### src/rtl/xilly_arb_pkg.sv
// Shared definitions for the Xillybus read-side burst arbiter.
// Contents: header magic, header field offsets, FSM state encodings and a
// header builder used by the arbiter when emitting a burst header word.
package xilly_arb_pkg;

  localparam logic [7:0] HdrMagic = 8'hA5;

  // Bit offsets of the header fields within the 128-bit header word.
  localparam int unsigned HdrMagicLsb = 120;
  localparam int unsigned HdrChLsb    = 112;
  localparam int unsigned HdrLenLsb   = 96;
  localparam int unsigned HdrSeqLsb   = 64;

  localparam logic [1:0] StIdle = 2'd0;
  localparam logic [1:0] StHdr  = 2'd1;
  localparam logic [1:0] StData = 2'd2;

  function automatic logic [127:0] build_hdr(input logic [7:0]  ch,
                                             input logic [15:0] len,
                                             input logic [31:0] seq);
    logic [127:0] h;
    h = '0;
    h[HdrMagicLsb +: 8]  = HdrMagic;
    h[HdrChLsb +: 8]     = ch;
    h[HdrLenLsb +: 16]   = len;
    h[HdrSeqLsb +: 32]   = seq;
    return h;
  endfunction

endpackage

### src/rtl/xilly_arb_ofifo.sv
// Output FIFO for the read arbiter: standard (non-FWFT) FIFO with one cycle
// read latency. Writes are refused when full, reads are ignored when empty
// and the output register then holds its last value.
// Ports:
//   clk_i, rst_i          clock, synchronous active-high reset
//   wr_en_i, wr_data_i    write strobe and data
//   full_o                no room for a write this cycle
//   rd_en_i               read strobe; data appears on rd_data_o next cycle
//   rd_data_o             registered read data (0 after reset)
//   empty_o               no word available
module xilly_arb_ofifo #(
  parameter int unsigned Depth = 8,
  parameter int unsigned Width = 128
) (
  input  logic             clk_i,
  input  logic             rst_i,
  input  logic             wr_en_i,
  input  logic [Width-1:0] wr_data_i,
  output logic             full_o,
  input  logic             rd_en_i,
  output logic [Width-1:0] rd_data_o,
  output logic             empty_o
);

  localparam int unsigned Aw = (Depth > 1) ? $clog2(Depth) : 1;
  localparam int unsigned Cw = $clog2(Depth + 1);

  logic [Width-1:0] mem_q [Depth];
  logic [Aw-1:0]    wr_ptr_q, wr_ptr_d;
  logic [Aw-1:0]    rd_ptr_q, rd_ptr_d;
  logic [Cw-1:0]    cnt_q, cnt_d;
  logic [Width-1:0] rd_data_q, rd_data_d;
  logic             wr_ok, rd_ok;

  assign full_o    = (cnt_q == Cw'(Depth));
  assign empty_o   = (cnt_q == '0);
  assign rd_data_o = rd_data_q;

  always_comb begin
    // Full blocks a write even when a read frees a slot in the same cycle.
    wr_ok     = wr_en_i && !full_o;
    rd_ok     = rd_en_i && !empty_o;
    wr_ptr_d  = wr_ptr_q;
    rd_ptr_d  = rd_ptr_q;
    cnt_d     = cnt_q;
    rd_data_d = rd_data_q;
    if (wr_ok) begin
      wr_ptr_d = (wr_ptr_q == Aw'(Depth - 1)) ? '0 : wr_ptr_q + Aw'(1);
    end
    if (rd_ok) begin
      rd_ptr_d  = (rd_ptr_q == Aw'(Depth - 1)) ? '0 : rd_ptr_q + Aw'(1);
      rd_data_d = mem_q[rd_ptr_q];
    end
    case ({wr_ok, rd_ok})
      2'b10:   cnt_d = cnt_q + Cw'(1);
      2'b01:   cnt_d = cnt_q - Cw'(1);
      default: cnt_d = cnt_q;
    endcase
  end

  always_ff @(posedge clk_i) begin
    if (rst_i) begin
      wr_ptr_q  <= '0;
      rd_ptr_q  <= '0;
      cnt_q     <= '0;
      rd_data_q <= '0;
    end else begin
      wr_ptr_q  <= wr_ptr_d;
      rd_ptr_q  <= rd_ptr_d;
      cnt_q     <= cnt_d;
      rd_data_q <= rd_data_d;
    end
  end

  always_ff @(posedge clk_i) begin
    if (!rst_i && wr_ok) begin
      mem_q[wr_ptr_q] <= wr_data_i;
    end
  end

endmodule

### src/rtl/xilly_rd_arbiter.sv
// Round-robin burst arbiter feeding a Xillybus 128-bit read stream.
// Each burst is one header word (magic, channel, length, per-channel sequence
// number) followed by up to BURST_MAX data words popped from one source FIFO.
// Ports:
//   bus_clk, rst            clock, synchronous active-high reset
//   src_count[NCH*6]        per-channel saturating words-available level
//   src_data[NCH*128]       per-channel FWFT head word
//   src_rden[NCH]           per-channel pop strobe
//   user_r_read_128_*       Xillybus read interface (rden, data, empty, eof, open)
module xilly_rd_arbiter
  import xilly_arb_pkg::*;
#(
  parameter int unsigned NCH         = 3,
  parameter int unsigned BURST_MAX   = 16,
  parameter int unsigned OFIFO_DEPTH = 8
) (
  input  logic               bus_clk,
  input  logic               rst,
  input  logic [NCH*6-1:0]   src_count,
  input  logic [NCH*128-1:0] src_data,
  output logic [NCH-1:0]     src_rden,
  input  logic               user_r_read_128_rden,
  output logic [127:0]       user_r_read_128_data,
  output logic               user_r_read_128_empty,
  output logic               user_r_read_128_eof,
  input  logic               user_r_read_128_open
);

  localparam int unsigned ChW = (NCH > 1) ? $clog2(NCH) : 1;

  logic [1:0]        state_q, state_d;
  logic [ChW-1:0]    ch_q, ch_d;
  logic [ChW-1:0]    rr_ptr_q, rr_ptr_d;
  logic [15:0]       len_q, len_d;
  logic [15:0]       rem_q, rem_d;
  logic [NCH*32-1:0] seq_q, seq_d;

  logic              found;
  logic [ChW-1:0]    sel_ch;
  logic [5:0]        sel_cnt;
  logic [15:0]       sel_len;
  logic [127:0]      cur_data;
  logic [31:0]       cur_seq;
  logic              ofifo_full;
  logic              wr_en;
  logic [127:0]      wr_data;

  assign user_r_read_128_eof = 1'b0;

  // Round-robin scan starting just after the last served channel.
  always_comb begin
    int idx;
    idx     = 0;
    found   = 1'b0;
    sel_ch  = '0;
    sel_cnt = '0;
    for (int i = 1; i <= int'(NCH); i++) begin
      idx = int'(rr_ptr_q) + i;
      if (idx >= int'(NCH)) idx = idx - int'(NCH);
      if (!found && (src_count[idx*6 +: 6] != 6'd0)) begin
        found   = 1'b1;
        sel_ch  = ChW'(idx);
        sel_cnt = src_count[idx*6 +: 6];
      end
    end
    sel_len = (16'(sel_cnt) > 16'(BURST_MAX)) ? 16'(BURST_MAX) : 16'(sel_cnt);
  end

  assign cur_data = src_data[int'(ch_q)*128 +: 128];
  assign cur_seq  = seq_q[int'(ch_q)*32 +: 32];

  always_comb begin
    state_d  = state_q;
    ch_d     = ch_q;
    rr_ptr_d = rr_ptr_q;
    len_d    = len_q;
    rem_d    = rem_q;
    seq_d    = seq_q;
    src_rden = '0;
    wr_en    = 1'b0;
    wr_data  = '0;
    case (state_q)
      StIdle: begin
        if (user_r_read_128_open && found) begin
          ch_d    = sel_ch;
          len_d   = sel_len;
          state_d = StHdr;
        end
      end
      StHdr: begin
        if (!ofifo_full) begin
          wr_en   = 1'b1;
          wr_data = build_hdr(8'(ch_q), len_q, cur_seq);
          seq_d[int'(ch_q)*32 +: 32] = cur_seq + 32'd1;
          rem_d   = len_q;
          state_d = StData;
        end
      end
      StData: begin
        // open is deliberately ignored here: a started burst always completes.
        if (!ofifo_full) begin
          src_rden[ch_q] = 1'b1;
          wr_en          = 1'b1;
          wr_data        = cur_data;
          rem_d          = rem_q - 16'd1;
          if (rem_q == 16'd1) begin
            rr_ptr_d = ch_q;
            state_d  = StIdle;
          end
        end
      end
      default: state_d = StIdle;
    endcase
    // No pop may escape in a reset cycle; the burst is simply discarded.
    if (rst) begin
      src_rden = '0;
      wr_en    = 1'b0;
    end
  end

  always_ff @(posedge bus_clk) begin
    if (rst) begin
      state_q  <= StIdle;
      ch_q     <= '0;
      rr_ptr_q <= ChW'(NCH - 1);
      len_q    <= '0;
      rem_q    <= '0;
      seq_q    <= '0;
    end else begin
      state_q  <= state_d;
      ch_q     <= ch_d;
      rr_ptr_q <= rr_ptr_d;
      len_q    <= len_d;
      rem_q    <= rem_d;
      seq_q    <= seq_d;
    end
  end

  xilly_arb_ofifo #(
    .Depth(OFIFO_DEPTH),
    .Width(128)
  ) u_ofifo (
    .clk_i    (bus_clk),
    .rst_i    (rst),
    .wr_en_i  (wr_en),
    .wr_data_i(wr_data),
    .full_o   (ofifo_full),
    .rd_en_i  (user_r_read_128_rden),
    .rd_data_o(user_r_read_128_data),
    .empty_o  (user_r_read_128_empty)
  );

endmodule

### config.mk
export PLATFORM = sky130hd
export DESIGN_NAME = xilly_rd_arbiter
export DESIGN_NICKNAME = d
export VERILOG_FILES = /design/src/rtl/xilly_arb_pkg.sv /design/src/rtl/xilly_arb_ofifo.sv /design/src/rtl/xilly_rd_arbiter.sv
export SDC_FILE = /design/constraint.sdc
export NUM_CORES = 2
export LEC_CHECK = 0
export ABC_AREA = 0
export ABC_CLOCK_PERIOD_IN_PS = 18500
export CORE_UTILIZATION = 28
export CTS_CLUSTER_SIZE = 28
export DETAILED_ROUTE_END_ITERATION = 12
export GPL_TIMING_DRIVEN = 0
export PLACE_DENSITY_LB_ADDON = 0.2
export SLEW_MARGIN = 20
export SYNTH_ARGS = -nofsm -noshare
export SYNTH_HDL_FRONTEND = slang
export SYNTH_SLANG_ARGS = --single-unit
### constraint.sdc
create_clock -name bus_clk -period 18.5 [get_ports bus_clk]
set_input_delay 3.7 -clock bus_clk [delete_from_list [all_inputs] [get_ports bus_clk]]
set_output_delay 3.7 -clock bus_clk [all_outputs]
set_load 0.03 [all_outputs]
### Word-level counts from Yosys, hierarchy flattened

Memory sizes are Yosys's and may differ from the RTL's. A register that Yosys moved wholly into a read port is not among the register bits.
Index checks and enable logic that the tools add are counted.

* input bits: 406
* bits in writable memories: 1024
* flip-flop bits (word level): 144
* memories kept: 1
* output and inout port bits: 133

* multiply operators: 3
* magnitude comparators: 6
* multiplexer cells: 38
* $add $sub $neg: 13
* eq/ne operators: 12
* reduce and logical (&&, ||, !) cells: 25
* bitwise logic cells: 1
* shift operators: 7

Memories
* u_ofifo.mem_q: depth 8, width 128, rd ports 1, clocked after memory_dff 1, wr ports 1, line xilly_arb_ofifo.sv:28 `logic [Width-1:0] mem_q [Depth];`

Operators with widths (number)
* $shiftx 384x10->128: 1
* $mux 128: 2
* $pmux 128 s2: 1
* $bwmux 96: 1
* $mul 32x3->31 const B: 3
* $mux 32: 3
* $shift 32x33->96 const A: 1
* $shiftx 18x32->6: 3
* $shiftx 32x33->96: 1
* $shiftx 96x8->32: 1
* $neg 7->33: 1
* $add 32x1->32 const B: 1
* $mux 16: 2
* $pmux 16 s2: 1
* $mux 6: 4
* $reduce_bool 6->1: 3
* $eq 16x1->1 const B: 1
* $sub 16x1->16 const B: 1
* $mux 3: 5
* $mux 2: 7
* $sub 3x2->4 const B: 3
* $ge 3x2->1 const B: 3
* $mux 1: 9
* $ne 2x2->1 const B: 4
* other kinds (25): 43

### Depth between registers and ports, before layout

* word-level depth: 16
* mapped depth: 19
* mapped depth without buffers: 14

### Cells and area by module

From an unflattened synthesis, not the netlist that was laid out.

* cell total of the unflattened synthesis: 3446
* area, all modules: 53366.2 um2

By module, submodules not included
* xilly_arb_ofifo: area each 42345.6 um2, cells an instance 1983, times used 1
* xilly_rd_arbiter: area each 11020.6 um2, cells an instance 1463, times used 1

### Worst setup path before layout

No wires, ideal clock.

* path type: input -> register
* start: input port rst
* end: memory u_ofifo.mem_q[1][0], enable pin
* slack: 4.340 ns
* path buffers: 3
* library setup time: 0.772 ns
* arrival time: 13.387 ns
* stages on the path: 6
* path through: clkbuf_1 > inv_1 > clkbuf_1 > clkbuf_1 > nand4_1 > nor3_1

* longest elaborated chain between the ends: 5
* elaborated cells between the ends (all ways): 6

Ends and longest elaborated chain
* start: declaration: line xilly_rd_arbiter.sv:18 `input logic rst,`
* $mux 1: line xilly_rd_arbiter.sv:115 `if (rst) begin`
* $logic_and 1x1->1: line xilly_arb_ofifo.sv:41 `wr_ok = wr_en_i && !full_o;`
* $logic_and 1x1->1 (*): line xilly_arb_ofifo.sv:76 `if (!rst_i && wr_ok) begin`
* $mux 1 (*): line xilly_arb_ofifo.sv:76
* $mux 1 (not written as such) (*): line xilly_arb_ofifo.sv:77 `mem_q[wr_ptr_q] <= wr_data_i;`
* end: declaration: line xilly_arb_ofifo.sv:28

Mark *: on every way between the ends. The rest lies on a longest branch, timed or not.

### Final worst setup path

* start: input port rst
* end: output port src_rden[0]

* longest elaborated chain between the ends: 1

Ends and longest elaborated chain
* $mux 3: line xilly_rd_arbiter.sv:115
* end: declaration: line xilly_rd_arbiter.sv:21 `output logic [NCH-1:0] src_rden,`

Every way passes these cells.

==> impl_metrics.py <==
metrics = {
    "cells_and_area": {
        "fin_util": 0.362,
        "synthToLayoutAreaGrowth_pct": 27.8,
        "postLayoutCellArea_um2": 69000,
        "multi_input_area_um2": 17000,
        "layout.area.seq_um2": 36000,
        "final_common_cell": "edfxtp_1",
        "fillers": 18100,
        "drive_gt1_frac": 0.153,
        "final_cell_mix": "edfxtp_1, clkdlybuf4s50_1, nor2_1, mux2i_1, mux4_2",
        "final_nets": 4727,
    },
    "pwr": {
        "power_leakage_nw": 21.9,
        "cellPowerDensity_nw_per_um2": 115,
        "ir_drop_v": 0.0000609,
        "combPwrFrac": 0.218,
        "seq_power_share": 0.428,
        "p_sw_mw": 2.30,
        "p_sw_frac": 0.291,
        "p_int_mw": 5.62,
        "clkPwrFrac": 0.354,
        "p_total_mw": 7.91,
    },
    "worst_hold_path": {
        "hold_depth": 2,
        "hold_path_class": "reg -> reg",
        "hold_path.startpoint": "rem_q[6]",
        "hold_path_end": "rem_q[6]",
    },
    "setup_path": {
        "critPathKind": "in -> out",
        "crit_top_cell": "clkbuf_1",
        "crit_path_end_kind": "primary output",
        "required_ns": 14.80,
        "r2r_end": "u_ofifo.mem_q[7][65]",
        "cp_slowest_cell": "clkbuf_1",
        "slowest_delay_ns": 0.75,
        "reg2reg_from": "ch_q[0]",
        "crit_path_start_kind": "input pin",
        "r2r_slack_ns": 12.68,
        "cp_max_fo": 10,
        "crit_chain": "clkbuf_1 > clkbuf_1 > nor3b_1 > clkdlybuf4s50_1",
        "cp_data_arrival_time_ns": 5.72,
        "r2r_cells": 11,
    },
    "die": {
        "dieArea_um2": 195000,
        "initial_core_util": 0.283,
        "coreArea_um2": 191000,
        "die_w_um": 441,
        "num_rows": 160,
        "die_y_um": 441,
        "ios": 539,
    },
    "drt": {
        "drt-total-wl_um": 186000,
        "wl_per_cell_um": 26.9,
        "first_pass_iters": 8,
        "initialDrtViolationCount": 3141,
        "via_per_inst": 4.96,
        "antenna_left": 0,
        "drc": 0,
        "vias": 34300,
    },
    "logic_synthesis": {
        "synth_compound_area_frac": 0.0669,
        "yosysTopAreaCell": "edfxtp_1",
        "synth_edf_count": 1024,
        "netlist_area_um2": 54000,
        "synth_simple_gate_area_share": 0.0615,
        "yosysUniqueCellTypes": 74,
        "ys_ff_latch": 1286,
        "synth_xor_area_frac": 0.00584,
        "synth_area_per_cell_um2": 15.4,
        "synth_cells": 3503,
        "ys_warn_count": 0,
        "synth.area.mux_share": 0.172,
        "ys_async_sr_fraction": 0,
        "synthAdderAreaFrac": 0.00760,
        "yosys-top-cells-area": "edfxtp_1, mux4_2, dfxtp_1",
        "synth-seq-area-share": 0.667,
        "synth_top_family_by_area": "multiplexers",
        "synthFlopType": "edfxtp_1",
        "synth.top_cell.area_share": 0.569,
    },
    "sta": {
        "rsz0062_at_grt": "false",
        "fmax_ghz": 0.106,
        "fin_crit_sh": 0.509,
        "maxSlewHeadroom": 0.208,
        "setup_viol": 0,
        "finalSetupTns_ns": 0,
        "drv_slew": 0,
        "finalCriticalPeriod_ns": 9.42,
        "clock-skew-final_ns": 0.0203,
        "hold_viol": 0,
        "tightestPinTransition_ns": 1.19,
        "hold_ws_ns": 0.472,
    },
    "clocking": {
        "insertion_delay_ns": 0.78,
        "cts-resized-gates": 0,
        "clkSlewWorstSetupHoldPaths_ns": 0.06,
        "cts-buffers-inserted": 142,
        "clock-sinks": 1286,
        "cts_tree": "done",
        "clk_path_buf_depth": 3,
        "post-cts-setup-buffer-count": 0,
        "root_buffer": "clkbuf_16",
        "ctsHoldBuffers": 0,
        "cts.htree.levels": 4,
    },
    "outcome": {
        "status": "complete, no violations",
    },
    "placement": {
        "place_area_um2": 64400,
        "gp_congestion": 0.858,
        "port_buffers": 533,
        "dp_hpwl_um": 138000,
    },
    "grt": {
        "grt_pass1_wl_um": 259000,
        "grt.total_usage": 0.187,
        "grt_overflow": 0,
        "grt_pass1_vias": 34600,
        "grt_max_degree": 20,
        "antenna_found_initial": 5,
    },
    "job": {
        "cap_viol_max_count": 0,
    },
}
==> worst max path at each step <==
stage / from / end / slack [ns] / depth (start not counted)
floorplan: rst / u_ofifo.mem_q[1][0] / 4.34 / 6
finish: rst / src_rden[0] / 9.08 / 4
global route: rst / src_rden[1] / 9.02 / 4
global placement: rst / u_ofifo.mem_q[1][56] / -7.39 / 6
CTS: rst / src_rden[1] / 9.00 / 4
detailed placement: rst / src_rden[0] / 9.00 / 4
==> area by class of cell <==
cell class / instances / share of cell area
antenna: 3 / 0.000109
buffer: 244 / 0.0148
clock buffer: 195 / 0.0570
clock inverter: 67 / 0.00954
inverter: 21 / 0.00114
multi-input combinational: 1955 / 0.247
sequential: 1286 / 0.522
tap: 2511 / 0.0455
timing repair buffer: 640 / 0.103
==> worst max-delay path, delay by kind of cell <==
kind	cells	cell delay, ns
buf+inv	3	1.79
simple gates	1	0.23
==> flip-flops by register name, summed over array words and instances, names as in the netlist <==
register	count
rem_q	16
state_q	2
u_ofifo.mem_q	1024
len_q	6
rr_ptr_q	2
u_ofifo.wr_ptr_q	3
seq_q	96
u_ofifo.rd_data_o	128
ch_q	2
u_ofifo.rd_ptr_q	3
u_ofifo.cnt_q	4
==> logic make-up (layout without fill, tap and decap cells) <==
| group | after synthesis | in the layout |
|---|---|---|
| buffers and inverters | 265 | 1167 |
| xor gates and xnor gates | 36 | 36 |
| other | 1 | 7 |
| muxes | 592 | 592 |
| AOI/OAI and AO/OA | 543 | 543 |
| DFF | 1286 | 1286 |
| adders and majority gates | 31 | 31 |
| and+or+nand+nor | 749 | 749 |
==> synth_stat cells (27+ instances only) <==
cell type,n
edfxtp_1,1024
nor2_1,474
mux2i_1,322
mux4_2,267
dfxtp_1,262
clkbuf_1,170
a21oi_1,166
a211oi_1,140
nand2_1,101
a22oi_1,48
o21ai_0,45
o22ai_1,44
buf_1,41
ha_1,28
nor3_1,28
nand3_1,27
==> per-stage QoR <==
stage | worst slack, ns | std cells
floorplan | 4.34 | 3506
global placement | -7.39 | 6550
detailed placement | 9.00 | 6656
CTS | 9.00 | 6918
global route | 9.02 | 6920
finish | 9.08 | 6922
==> per-layer routing <==
layer  GRT usage  up-vias  wire length (µm)
met4      0.0616        0              5700
met1       0.243    17800             78900
met3      0.0296      212              8960
li1            -    15400                 -
met5           0        -                 0
met2       0.316      948             92900
==> power by group through the flow <==
stage | clock (mW) | combinational (mW) | sequential (mW)
4_1_cts | 2.86 | 1.77 | 3.39
5_1_grt | 2.96 | 1.85 | 3.40
3_3_place_gp | 0 | 1.72 | 3.48
2_1_floorplan | 0 | 0.795 | 3.62
6_report | 2.80 | 1.73 | 3.38
3_5_place_dp | 0 | 1.76 | 3.45
Power figures use the tool's default switching activity.
